===== config.mk =====
export PLATFORM = sky130hd
export DESIGN_NAME = cpu_sequencer
export DESIGN_NICKNAME = d
export VERILOG_FILES = /design/src/rtl/cpu_pkg.sv /design/src/rtl/seq_decode.sv /design/src/rtl/cpu_sequencer.sv
export SDC_FILE = /design/constraint.sdc
export NUM_CORES = 1
export LEC_CHECK = 0
export CAP_MARGIN = 20
export CORE_MARGIN = 2
export CORE_UTILIZATION = 40
export DETAILED_ROUTE_END_ITERATION = 16
export SYNTH_ARGS = -nofsm -noshare
export SYNTH_HDL_FRONTEND = slang
export SYNTH_SLANG_ARGS = --single-unit
export TNS_END_PERCENT = 10

===== constraint.sdc =====
create_clock -name CLK -period 6.88 [get_ports CLK]
set_input_delay 1.376 -clock CLK [delete_from_list [all_inputs] [get_ports CLK]]
set_output_delay 1.376 -clock CLK [all_outputs]
set_load 0.01 [all_outputs]

===== src/rtl/cpu_pkg.sv =====
// cpu_pkg: shared definitions for the multicycle CPU control sequencer.
//   state_e    - sequencer FSM states
//   OP_*       - opcode values of instr[15:13]
//   ALU_ADD    - ALU operation driven for every non-R-type instruction
package cpu_pkg;

  typedef enum logic [2:0] {
    S_IDLE   = 3'd0,
    S_FETCH  = 3'd1,
    S_DECODE = 3'd2,
    S_EXEC   = 3'd3,
    S_MEM    = 3'd4,
    S_WB     = 3'd5,
    S_HALT   = 3'd6
  } state_e;

  localparam logic [2:0] OP_RTYPE   = 3'b000;
  localparam logic [2:0] OP_ADDI    = 3'b001;
  localparam logic [2:0] OP_LOAD    = 3'b010;
  localparam logic [2:0] OP_STORE   = 3'b011;
  localparam logic [2:0] OP_BEQ     = 3'b100;
  localparam logic [2:0] OP_JMP     = 3'b101;
  localparam logic [2:0] OP_HALT    = 3'b110;
  localparam logic [2:0] OP_ILLEGAL = 3'b111;

  localparam logic [2:0] ALU_ADD = 3'b000;

endpackage


===== src/rtl/seq_decode.sv =====
// seq_decode: combinational opcode classifier for cpu_sequencer.
// Ports:
//   opcode     in  3 : instr[15:13]
//   is_load    out 1 : LOAD
//   is_store   out 1 : STORE
//   is_branch  out 1 : BEQ
//   is_jump    out 1 : JMP
//   uses_imm   out 1 : ALU B operand is the immediate (ADDI/LOAD/STORE)
//   writes_reg out 1 : instruction ends with a register write-back
//   is_halt    out 1 : HALT
//   is_illegal out 1 : reserved opcode 111
module seq_decode
  import cpu_pkg::*;
(
  input  logic [2:0] opcode,
  output logic       is_load,
  output logic       is_store,
  output logic       is_branch,
  output logic       is_jump,
  output logic       uses_imm,
  output logic       writes_reg,
  output logic       is_halt,
  output logic       is_illegal
);

  always_comb begin
    // NOTE: every output gets a default before the case so no latch is inferred.
    is_load    = 1'b0;
    is_store   = 1'b0;
    is_branch  = 1'b0;
    is_jump    = 1'b0;
    uses_imm   = 1'b0;
    writes_reg = 1'b0;
    is_halt    = 1'b0;
    is_illegal = 1'b0;
    case (opcode)
      OP_RTYPE:   writes_reg = 1'b1;
      OP_ADDI: begin
        uses_imm   = 1'b1;
        writes_reg = 1'b1;
      end
      OP_LOAD: begin
        is_load    = 1'b1;
        uses_imm   = 1'b1;
        writes_reg = 1'b1;
      end
      OP_STORE: begin
        is_store = 1'b1;
        uses_imm = 1'b1;
      end
      OP_BEQ:     is_branch  = 1'b1;
      OP_JMP:     is_jump    = 1'b1;
      OP_HALT:    is_halt    = 1'b1;
      OP_ILLEGAL: is_illegal = 1'b1;
    endcase
  end

endmodule


===== src/rtl/cpu_sequencer.sv =====
// cpu_sequencer: multicycle control sequencer for the 16-bit-instruction CPU.
// Owns PC and IR and walks each instruction through FETCH/DECODE/EXEC/MEM/WB.
// All outputs come straight from flops (Moore): each output flop is loaded
// with the value belonging to the state being entered.
// Optional feature: define CPU_SEQ_PERF_CNT_EN to add cycle_cnt/retire_cnt.
// Ports:
//   CLK, RESET        in      : divided clock, async active-high reset
//   start             in  1   : leave IDLE (ignored elsewhere)
//   imem_ready        in  1   : fetch done, imem_rdata valid this cycle
//   imem_rdata        in  16  : fetched instruction
//   dmem_ready        in  1   : data access done
//   zero              in  1   : ALU zero flag, used in EXEC for BEQ
//   pc                out PC_W: current instruction word address
//   instr             out 16  : instruction register
//   imem_req          out 1   : instruction fetch request
//   dmem_read/write   out 1   : data memory requests
//   alu_src           out 1   : ALU B operand = immediate
//   reg_write         out 1   : register file write enable (one cycle)
//   mem_to_reg        out 1   : write-back data from memory
//   alu_ctrl          out 3   : instr[12:10] for R-type, ALU_ADD otherwise
//   cycle_cnt         out 32  : (CPU_SEQ_PERF_CNT_EN) active cycles
//   retire_cnt        out 32  : (CPU_SEQ_PERF_CNT_EN) completed instructions
//   halted, illegal   out 1   : status
module cpu_sequencer
  import cpu_pkg::*;
#(
  parameter int PC_W  = 32,
  parameter int IMM_W = 10
) (
  input  logic            CLK,
  input  logic            RESET,
  input  logic            start,
  input  logic            imem_ready,
  input  logic [15:0]     imem_rdata,
  input  logic            dmem_ready,
  input  logic            zero,
  output logic [PC_W-1:0] pc,
  output logic [15:0]     instr,
  output logic            imem_req,
  output logic            dmem_read,
  output logic            dmem_write,
  output logic            alu_src,
  output logic            reg_write,
  output logic            mem_to_reg,
  output logic [2:0]      alu_ctrl,
`ifdef CPU_SEQ_PERF_CNT_EN
  output logic [31:0]     cycle_cnt,
  output logic [31:0]     retire_cnt,
`endif
  output logic            halted,
  output logic            illegal
);

  localparam logic [PC_W-1:0] PC_ONE = PC_W'(1);

  state_e          state_q, state_d;
  logic [PC_W-1:0] pc_q, pc_d;
  logic [15:0]     ir_q, ir_d;
  logic            imem_req_q, imem_req_d;
  logic            dmem_read_q, dmem_read_d;
  logic            dmem_write_q, dmem_write_d;
  logic            alu_src_q, alu_src_d;
  logic            reg_write_q, reg_write_d;
  logic            mem_to_reg_q, mem_to_reg_d;
  logic [2:0]      alu_ctrl_q, alu_ctrl_d;
  logic            halted_q, halted_d;
  logic            illegal_q, illegal_d;

  logic is_load, is_store, is_branch, is_jump;
  logic uses_imm, writes_reg, is_halt, is_illegal;

  seq_decode u_decode (
    .opcode     (ir_q[15:13]),
    .is_load    (is_load),
    .is_store   (is_store),
    .is_branch  (is_branch),
    .is_jump    (is_jump),
    .uses_imm   (uses_imm),
    .writes_reg (writes_reg),
    .is_halt    (is_halt),
    .is_illegal (is_illegal)
  );

  logic [PC_W-1:0] imm_sext, pc_inc, pc_target;
  assign imm_sext  = {{(PC_W-IMM_W){ir_q[IMM_W-1]}}, ir_q[IMM_W-1:0]};
  assign pc_inc    = pc_q + PC_ONE;
  assign pc_target = pc_inc + imm_sext;  // wraps silently modulo 2^PC_W

  always_comb begin
    state_d   = state_q;
    pc_d      = pc_q;
    ir_d      = ir_q;
    illegal_d = illegal_q;

    case (state_q)
      S_IDLE:   if (start) state_d = S_FETCH;
      S_FETCH: begin
        if (imem_ready) begin
          ir_d    = imem_rdata;
          state_d = S_DECODE;
        end
      end
      S_DECODE: begin
        if (is_halt) begin
          state_d = S_HALT;
        end else if (is_illegal) begin
          state_d   = S_HALT;
          illegal_d = 1'b1;
        end else begin
          state_d = S_EXEC;
        end
      end
      S_EXEC: begin
        if (is_branch) begin
          pc_d    = zero ? pc_target : pc_inc;
          state_d = S_FETCH;
        end else if (is_jump) begin
          pc_d    = pc_target;
          state_d = S_FETCH;
        end else if (is_load || is_store) begin
          state_d = S_MEM;
        end else begin
          state_d = S_WB;
        end
      end
      S_MEM: begin
        if (dmem_ready) begin
          if (is_load) begin
            state_d = S_WB;
          end else begin
            pc_d    = pc_inc;
            state_d = S_FETCH;
          end
        end
      end
      S_WB: begin
        pc_d    = pc_inc;
        state_d = S_FETCH;
      end
      S_HALT:   state_d = S_HALT;
      default:  state_d = S_IDLE;
    endcase

    // Output flops take the value of the state being entered. IR only changes
    // on FETCH->DECODE, so decoding ir_q is correct for EXEC/MEM/WB entries;
    // alu_ctrl follows the new IR so it is correct from DECODE onwards.
    imem_req_d   = (state_d == S_FETCH);
    alu_src_d    = (state_d == S_EXEC) && uses_imm;
    dmem_read_d  = (state_d == S_MEM) && is_load;
    dmem_write_d = (state_d == S_MEM) && is_store;
    reg_write_d  = (state_d == S_WB) && writes_reg;
    mem_to_reg_d = (state_d == S_WB) && is_load;
    halted_d     = (state_d == S_HALT);
    alu_ctrl_d   = (ir_d[15:13] == OP_RTYPE) ? ir_d[12:10] : ALU_ADD;
  end

  always_ff @(posedge CLK or posedge RESET) begin
    if (RESET) begin
      state_q      <= S_IDLE;
      pc_q         <= '0;
      ir_q         <= '0;
      imem_req_q   <= 1'b0;
      dmem_read_q  <= 1'b0;
      dmem_write_q <= 1'b0;
      alu_src_q    <= 1'b0;
      reg_write_q  <= 1'b0;
      mem_to_reg_q <= 1'b0;
      alu_ctrl_q   <= ALU_ADD;
      halted_q     <= 1'b0;
      illegal_q    <= 1'b0;
    end else begin
      // NOTE: non-blocking so every flop samples the pre-edge values together.
      state_q      <= state_d;
      pc_q         <= pc_d;
      ir_q         <= ir_d;
      imem_req_q   <= imem_req_d;
      dmem_read_q  <= dmem_read_d;
      dmem_write_q <= dmem_write_d;
      alu_src_q    <= alu_src_d;
      reg_write_q  <= reg_write_d;
      mem_to_reg_q <= mem_to_reg_d;
      alu_ctrl_q   <= alu_ctrl_d;
      halted_q     <= halted_d;
      illegal_q    <= illegal_d;
    end
  end

  assign pc         = pc_q;
  assign instr      = ir_q;
  assign imem_req   = imem_req_q;
  assign dmem_read  = dmem_read_q;
  assign dmem_write = dmem_write_q;
  assign alu_src    = alu_src_q;
  assign reg_write  = reg_write_q;
  assign mem_to_reg = mem_to_reg_q;
  assign alu_ctrl   = alu_ctrl_q;
  assign halted     = halted_q;
  assign illegal    = illegal_q;

`ifdef CPU_SEQ_PERF_CNT_EN
  logic [31:0] cycle_cnt_q, cycle_cnt_d;
  logic [31:0] retire_cnt_q, retire_cnt_d;

  always_comb begin
    cycle_cnt_d  = cycle_cnt_q;
    retire_cnt_d = retire_cnt_q;
    if (state_q != S_IDLE && state_q != S_HALT) cycle_cnt_d = cycle_cnt_q + 32'd1;
    // An instruction retires when control returns to FETCH from a work state.
    if (state_d == S_FETCH &&
        (state_q == S_EXEC || state_q == S_MEM || state_q == S_WB)) begin
      retire_cnt_d = retire_cnt_q + 32'd1;
    end
  end

  always_ff @(posedge CLK or posedge RESET) begin
    if (RESET) begin
      cycle_cnt_q  <= '0;
      retire_cnt_q <= '0;
    end else begin
      cycle_cnt_q  <= cycle_cnt_d;
      retire_cnt_q <= retire_cnt_d;
    end
  end

  assign cycle_cnt  = cycle_cnt_q;
  assign retire_cnt = retire_cnt_q;
`endif

endmodule


==> results.py, run 1 <==
metrics = {
    "cts": {
        "clockBufferDepth": 2,
        "cts.clk_slew.worst_paths_ns": 0.06,
        "root_buffer": "clkbuf_16",
        "cts_buffers": 9,
        "numClockSinks": 62,
        "cts_tree": "yes",
        "ctsResizeCount": 0,
        "clkLatencyLatePin_ns": 0.34,
        "hold_buffers": 0,
        "cts_max_level": 3,
        "postCtsSetupRepairBufs": 0,
    },
    "layout": {
        "final_common_cell": "clkdlybuf4s50_1",
        "diodes": 0,
        "finalNetCount": 749,
        "syn_to_final_growth_pct": 25.4,
        "drive_above_1_share_pct": 7.51,
        "largest_reg_flops": 32,
        "final_cell_mix": "clkdlybuf4s50_1 (80), nand2_1 (67), dfrtp_1 (62)",
    },
    "power_and_ir_drop": {
        "ir_drop_v": 0.000219,
        "power.density_nw_per_um2": 626,
        "power.leakage_nw": 2.71,
    },
    "floorplanning": {
        "die_h_um": 117,
        "io_pins": 81,
        "die_area_um2": 13600,
        "start_util_pct": 40.5,
        "floorplan.rows": 41,
        "coreArea_um2": 12500,
        "die_width_um": 117,
    },
    "yosys": {
        "synth.cell_area_um2": 5070,
        "ys.flop_type": "dfrtp_1",
        "syn_avg_cell_area_um2": 8.29,
        "async_flop_share_pct": 100,
        "synth-compound-area-share_pct": 22.3,
        "seq_area_frac_synth_pct": 30.6,
        "ys_ff_latch": 62,
        "ys_warn_count": 0,
        "synth_edf_count": 0,
        "ys_types": 61,
        "synth_top_family_by_area": "compound AO/OA/AOI/OAI gates",
        "synthMuxAreaShare_pct": 3.11,
        "synth_fp_nets": 674,
        "synthCells": 612,
        "synth_fa_ha_area_share_pct": 10.0,
        "synth-xor-area-share_pct": 9.15,
        "synth-simple-area-share_pct": 21.7,
    },
    "global_route": {
        "grt_use_total_pct": 21.1,
        "grt_first_pass_wirelength_mm": 22.9,
        "grt_max_degree": 63,
        "antenna_found_initial": 0,
        "first_global_vias": 4604,
        "overflow": 0,
    },
    "route": {
        "ant_nets": 0,
        "wire_per_inst_um": 15.8,
        "drcViolationCount": 0,
        "drtIter0Drc": 391,
        "drt-total-wl_mm": 13.7,
        "vias": 4824,
        "dr.pass1.iters": 5,
        "avgViaCountPerCell": 5.58,
    },
    "setup_path": {
        "critical_path_required_ns": 7.09,
        "cp-end-kind": "register",
        "crit_path_max_incr_delay_ns": 0.45,
        "critical_path_class": "register to register",
        "critical-path-top-delay-family": "simple AND/OR/NAND/NOR gates",
        "worst-path-buf-inv": 0,
        "r2r_setup_slack_ns": 2.56,
        "crit_top_cell": "and3_1",
        "crit_chain": "and3_1, and3_1, and3_1, nand3_4, nor2_1, nand4_1, xnor2_1, ha_1, a21oi_1, o21ai_0, a221oi_1, o21ai_0, o41a_1, a31oi_1, a41o_1, nand4_1",
        "arrival_ns": 4.54,
        "start_kind": "register",
        "cp_slowest_cell": "dfrtp_1",
        "crit_fanout": 7,
    },
    "sta": {
        "period_share_pct": 62.8,
        "worst_clock_skew_ns": 0.00864,
        "drv_slew": 0,
        "finalSetupTns_ns": 0,
        "holdWs_ns": 0.462,
        "hold_viol_final": 0,
        "rsz0062_at_grt": "false",
        "finalSetupViolCount": 0,
        "worst_pin_slew_ns": 0.861,
        "finalCriticalPeriod_ns": 4.32,
        "slew_headroom_pct": 42.6,
        "max_freq_mhz": 231,
    },
    "placement": {
        "dp_hpwl_mm": 9.92,
        "portBuffers": 80,
        "place_congestion": 0.903,
    },
    "min_path": {
        "worstHoldPathType": "register to register",
    },
    "status": {
        "status": "completed",
    },
    "flow_run": {
        "cap_violations": 0,
    },
}
power breakdown:
part	switching (mW)	internal [mW]
Clock	0.188	0.285
Combinational	1.50	1.24
Sequential	0.237	0.532
Total	1.92	2.06
worst register-to-register path, stage by stage, from the launching register on:
cell      delay, ns
dfrtp_1        0.45
and3_1         0.23
and3_1         0.23
and3_1         0.33
nand3_4        0.16
nor2_1         0.44
nand4_1        0.18
xnor2_1        0.21
ha_1           0.34
a21oi_1        0.17
o21ai_0        0.09
a221oi_1       0.27
o21ai_0        0.16
o41a_1         0.43
a31oi_1        0.29
a41o_1         0.13
nand4_1        0.08
metal layers:
metal | vias up | global-route usage (%) | wire length (µm)
li1 | 2372 | - | -
met2 | 131 | 31.5 | 6010
met3 | 12 | 4.41 | 707
met5 | - | 0 | 0
met4 | 0 | 4.31 | 105
met1 | 2309 | 31.5 | 6840
cell usage after synthesis, types with 5 or more instances:
master / number / area (µm²)
a211oi_1: 5 / 37.5
ha_1: 39 / 488
a31oi_1: 10 / 62.6
mux2_2: 14 / 158
nor2b_1: 8 / 50.1
and2_1: 5 / 31.3
xor2_1: 17 / 149
nor3_1: 20 / 100
nor2_1: 40 / 150
clkbuf_1: 20 / 75.1
nand2_1: 67 / 251
o21ai_0: 52 / 260
or3_1: 8 / 50.1
nand4_1: 7 / 43.8
xnor2_1: 36 / 315
and3_1: 14 / 87.6
inv_1: 19 / 71.3
o211ai_1: 6 / 45.0
nand3_1: 29 / 145
a21o_1: 13 / 97.6
dfrtp_1: 62 / 1550
a21oi_1: 60 / 300
path summary, 6_finish.rpt:
path | startpoint | end | depth (start not counted)
min in group asynchronous | RESET | instr[11]$_DFF_PP0_ | 3
worst max register to register | pc[3]$_DFFE_PP0P_ | pc[31]$_DFFE_PP0P_ | 16
worst min register to register | illegal$_DFFE_PP0P_ | illegal$_DFFE_PP0P_ | 1
worst max-delay path | pc[3]$_DFFE_PP0P_ | pc[31]$_DFFE_PP0P_ | 16
max in group asynchronous | RESET | pc[21]$_DFFE_PP0P_ | 3
worst min-delay path | illegal$_DFFE_PP0P_ | illegal$_DFFE_PP0P_ | 1
logic make-up after synthesis:
group / count (synthesis)
AO/OA/AOI/OAI: 182
XOR/XNOR: 53
adder cells (fa/ha/maj): 40
buffers and inverters: 42
AND/OR/NAND/NOR: 219
multiplexers: 14
flip-flops: 62
through the flow:
step	setup slack [ns]	area, µm²	utilization (%)	power, mW	instances
3_3_place_gp	2.76	6060	48.4	3.46	848
5_1_grt	2.14	6360	50.8	4.38	864
3_5_place_dp	2.60	6060	48.4	3.49	848
4_1_cts	2.59	6360	50.8	4.00	864
2_1_floorplan	3.07	5070	-	2.67	612
6_report	2.56	6360	50.8	3.99	864
final cells by class:
type                            count  area, µm²
Inverter                           19       71.3
Sequential cell                    62       1550
Clock buffer                        9        225
Fill cell                        1277       6150
Tap cell                          172        215
Timing Repair Buffer               87        853
Multi-Input combinational cell    508       3370
Clock inverter                      7       78.8
No activity file was read; power rests on OpenSTA's default activity.
==> run 2, diff against run 1 <==
==> constraint.sdc (replaced) <==
create_clock -name CLK -period 4 [get_ports CLK]
set_input_delay 0.8 -clock CLK [delete_from_list [all_inputs] [get_ports CLK]]
set_output_delay 0.8 -clock CLK [all_outputs]
set_load 0.01 [all_outputs]
==> results.py, run 2 (synthesis results as in run 1) <==
metrics = {
    "status": {
        "status": "completed",
    },
    "setup_path": {
        "crit_path_max_incr_delay_ns": 0.48,
        "crit_chain": "and3_1, and3_1, and3_2, buf_4, xnor2_1, ha_1, a211oi_1, nor2_1, or3b_2, o211ai_1, a21oi_2, a211oi_2, a21oi_1, xnor2_1, a31oi_1",
        "crit_fanout": 5,
        "cp_slowest_cell": "or3b_2",
        "cp-end-kind": "register",
        "worst-path-buf-inv": 1,
        "arrival_ns": 3.96,
        "start_kind": "register",
        "critical_path_required_ns": 4.18,
        "critical_path_class": "register to register",
        "critical-path-top-delay-family": "simple AND/OR/NAND/NOR gates",
    },
    "sta": {
        "rsz0062_at_grt": "true",
        "period_share_pct": 94.5,
        "finalSetupViolCount": 0,
        "worst_pin_slew_ns": 0.754,
        "hold_viol_final": 0,
        "holdWs_ns": 0.483,
        "finalCriticalPeriod_ns": 3.78,
        "setup_ws_ns": 0.222,
        "drv_slew": 0,
        "max_freq_mhz": 265,
        "slew_headroom_pct": 49.7,
        "worst_clock_skew_ns": 0.00752,
    },
    "route": {
        "drtIter0Drc": 318,
        "ant_nets": 0,
        "avgViaCountPerCell": 5.55,
        "vias": 4959,
        "dr.pass1.iters": 5,
        "wire_per_inst_um": 15.8,
        "drt-total-wl_mm": 14.1,
        "drcViolationCount": 0,
    },
    "floorplanning": {
        "io_pins": 81,
        "coreArea_um2": 12500,
        "die_h_um": 117,
        "die_width_um": 117,
        "die_area_um2": 13600,
        "floorplan.rows": 41,
        "start_util_pct": 40.5,
    },
    "layout": {
        "final_cell_mix": "clkdlybuf4s50_1 (80), nand2_1 (66), dfrtp_1 (62)",
        "multi_input_area_um2": 3440,
        "nFillCells": 1236,
        "seqCellArea_um2": 1550,
        "final_common_cell": "clkdlybuf4s50_1",
        "finalNetCount": 778,
        "diodes": 0,
        "largest_reg_flops": 32,
        "drive_above_1_share_pct": 13.3,
        "syn_to_final_growth_pct": 31.6,
    },
    "global_route": {
        "grt_use_total_pct": 21.5,
        "grt_max_degree": 34,
        "first_global_vias": 4608,
        "overflow": 0,
        "grt_first_pass_wirelength_mm": 23.0,
        "antenna_found_initial": 0,
    },
    "power_and_ir_drop": {
        "ir_drop_v": 0.000566,
        "power.leakage_nw": 2.89,
        "power.density_nw_per_um2": 1080,
        "p_total_mw": 7.23,
    },
    "placement": {
        "dp_hpwl_mm": 10.6,
        "place_ws_ns": 0.00966,
        "place_congestion": 0.887,
        "portBuffers": 80,
    },
    "min_path": {
        "worstHoldPathType": "register to register",
    },
    "cts": {
        "numClockSinks": 62,
        "cts_tree": "yes",
        "root_buffer": "clkbuf_16",
        "clockBufferDepth": 2,
        "cts_max_level": 3,
        "clkLatencyLatePin_ns": 0.35,
        "cts_buffers": 9,
        "cts.clk_slew.worst_paths_ns": 0.06,
    },
    "flow_run": {
        "cap_violations": 0,
    },
}
-- run 2: cell count changes in the layout (fill, tap and decap cells not counted), sizes merged --
| cell | change |
|---|---|
| buf | +29 |
| bufinv | +1 |
| inv | -1 |
-- run 2: power by group --
part	internal [mW]	switching, mW	leakage [nW]
combinational	2.33	2.75	1.97
clock	0.554	0.339	0.161
sequential	0.916	0.344	0.756
-- run 2: path summary, 6_finish.rpt --
check,from,end,slack (ns),depth (start not counted)
max in group asynchronous,RESET,pc[20]$_DFFE_PP0P_,2.28,3
min in group asynchronous,RESET,pc[31]$_DFFE_PP0P_,0.85,2
worst max register to register,pc[5]$_DFFE_PP0P_,pc[25]$_DFFE_PP0P_,0.22,15
worst min register to register,illegal$_DFFE_PP0P_,illegal$_DFFE_PP0P_,0.48,1
worst max-delay path,pc[5]$_DFFE_PP0P_,pc[25]$_DFFE_PP0P_,0.22,15
worst min-delay path,illegal$_DFFE_PP0P_,illegal$_DFFE_PP0P_,0.48,1
-- run 2: metal layers --
metal / track usage [%] / vias to the layer above / share of wire [%]
met5: 0 / - / 0
met4: 6.04 / 0 / 1.2
met3: 4.72 / 14 / 5.5
met2: 33.4 / 137 / 45
met1: 30.4 / 2367 / 49
li1: - / 2441 / -
-- run 2: what timing repair did --
| action | in CTS | in global routing |
|---|---|---|
| hold buffers | 0 | 0 |
| setup buffers | 0 | 3 |
| gates resized for setup | 1 | 18 |
| endpoints found under the setup margin | 1 | 9 |
| pin swaps | 0 | 3 |
-- run 2: cell type report --
cell class              count  share of cell area [%]
inverters                  19                    1.07
multi-input cells         508                    51.5
clock buffers               9                    3.37
repair buffers            116                    16.0
clock inverters             7                    1.56
well taps                 172                    3.22
flip-flops and latches     62                    23.2
-- run 2: through the flow --
step | util, % | instance area [µm²] | setup TNS (ns) | instances
4_1_cts | 52.7 | 6590 | 0 | 890
6_report | 53.3 | 6680 | 0 | 893
2_1_floorplan | - | 5070 | 0 | 612
3_3_place_gp | 50.0 | 6260 | 0 | 874
3_5_place_dp | 50.0 | 6260 | 0 | 874
5_1_grt | 53.3 | 6680 | -0.0285 | 893
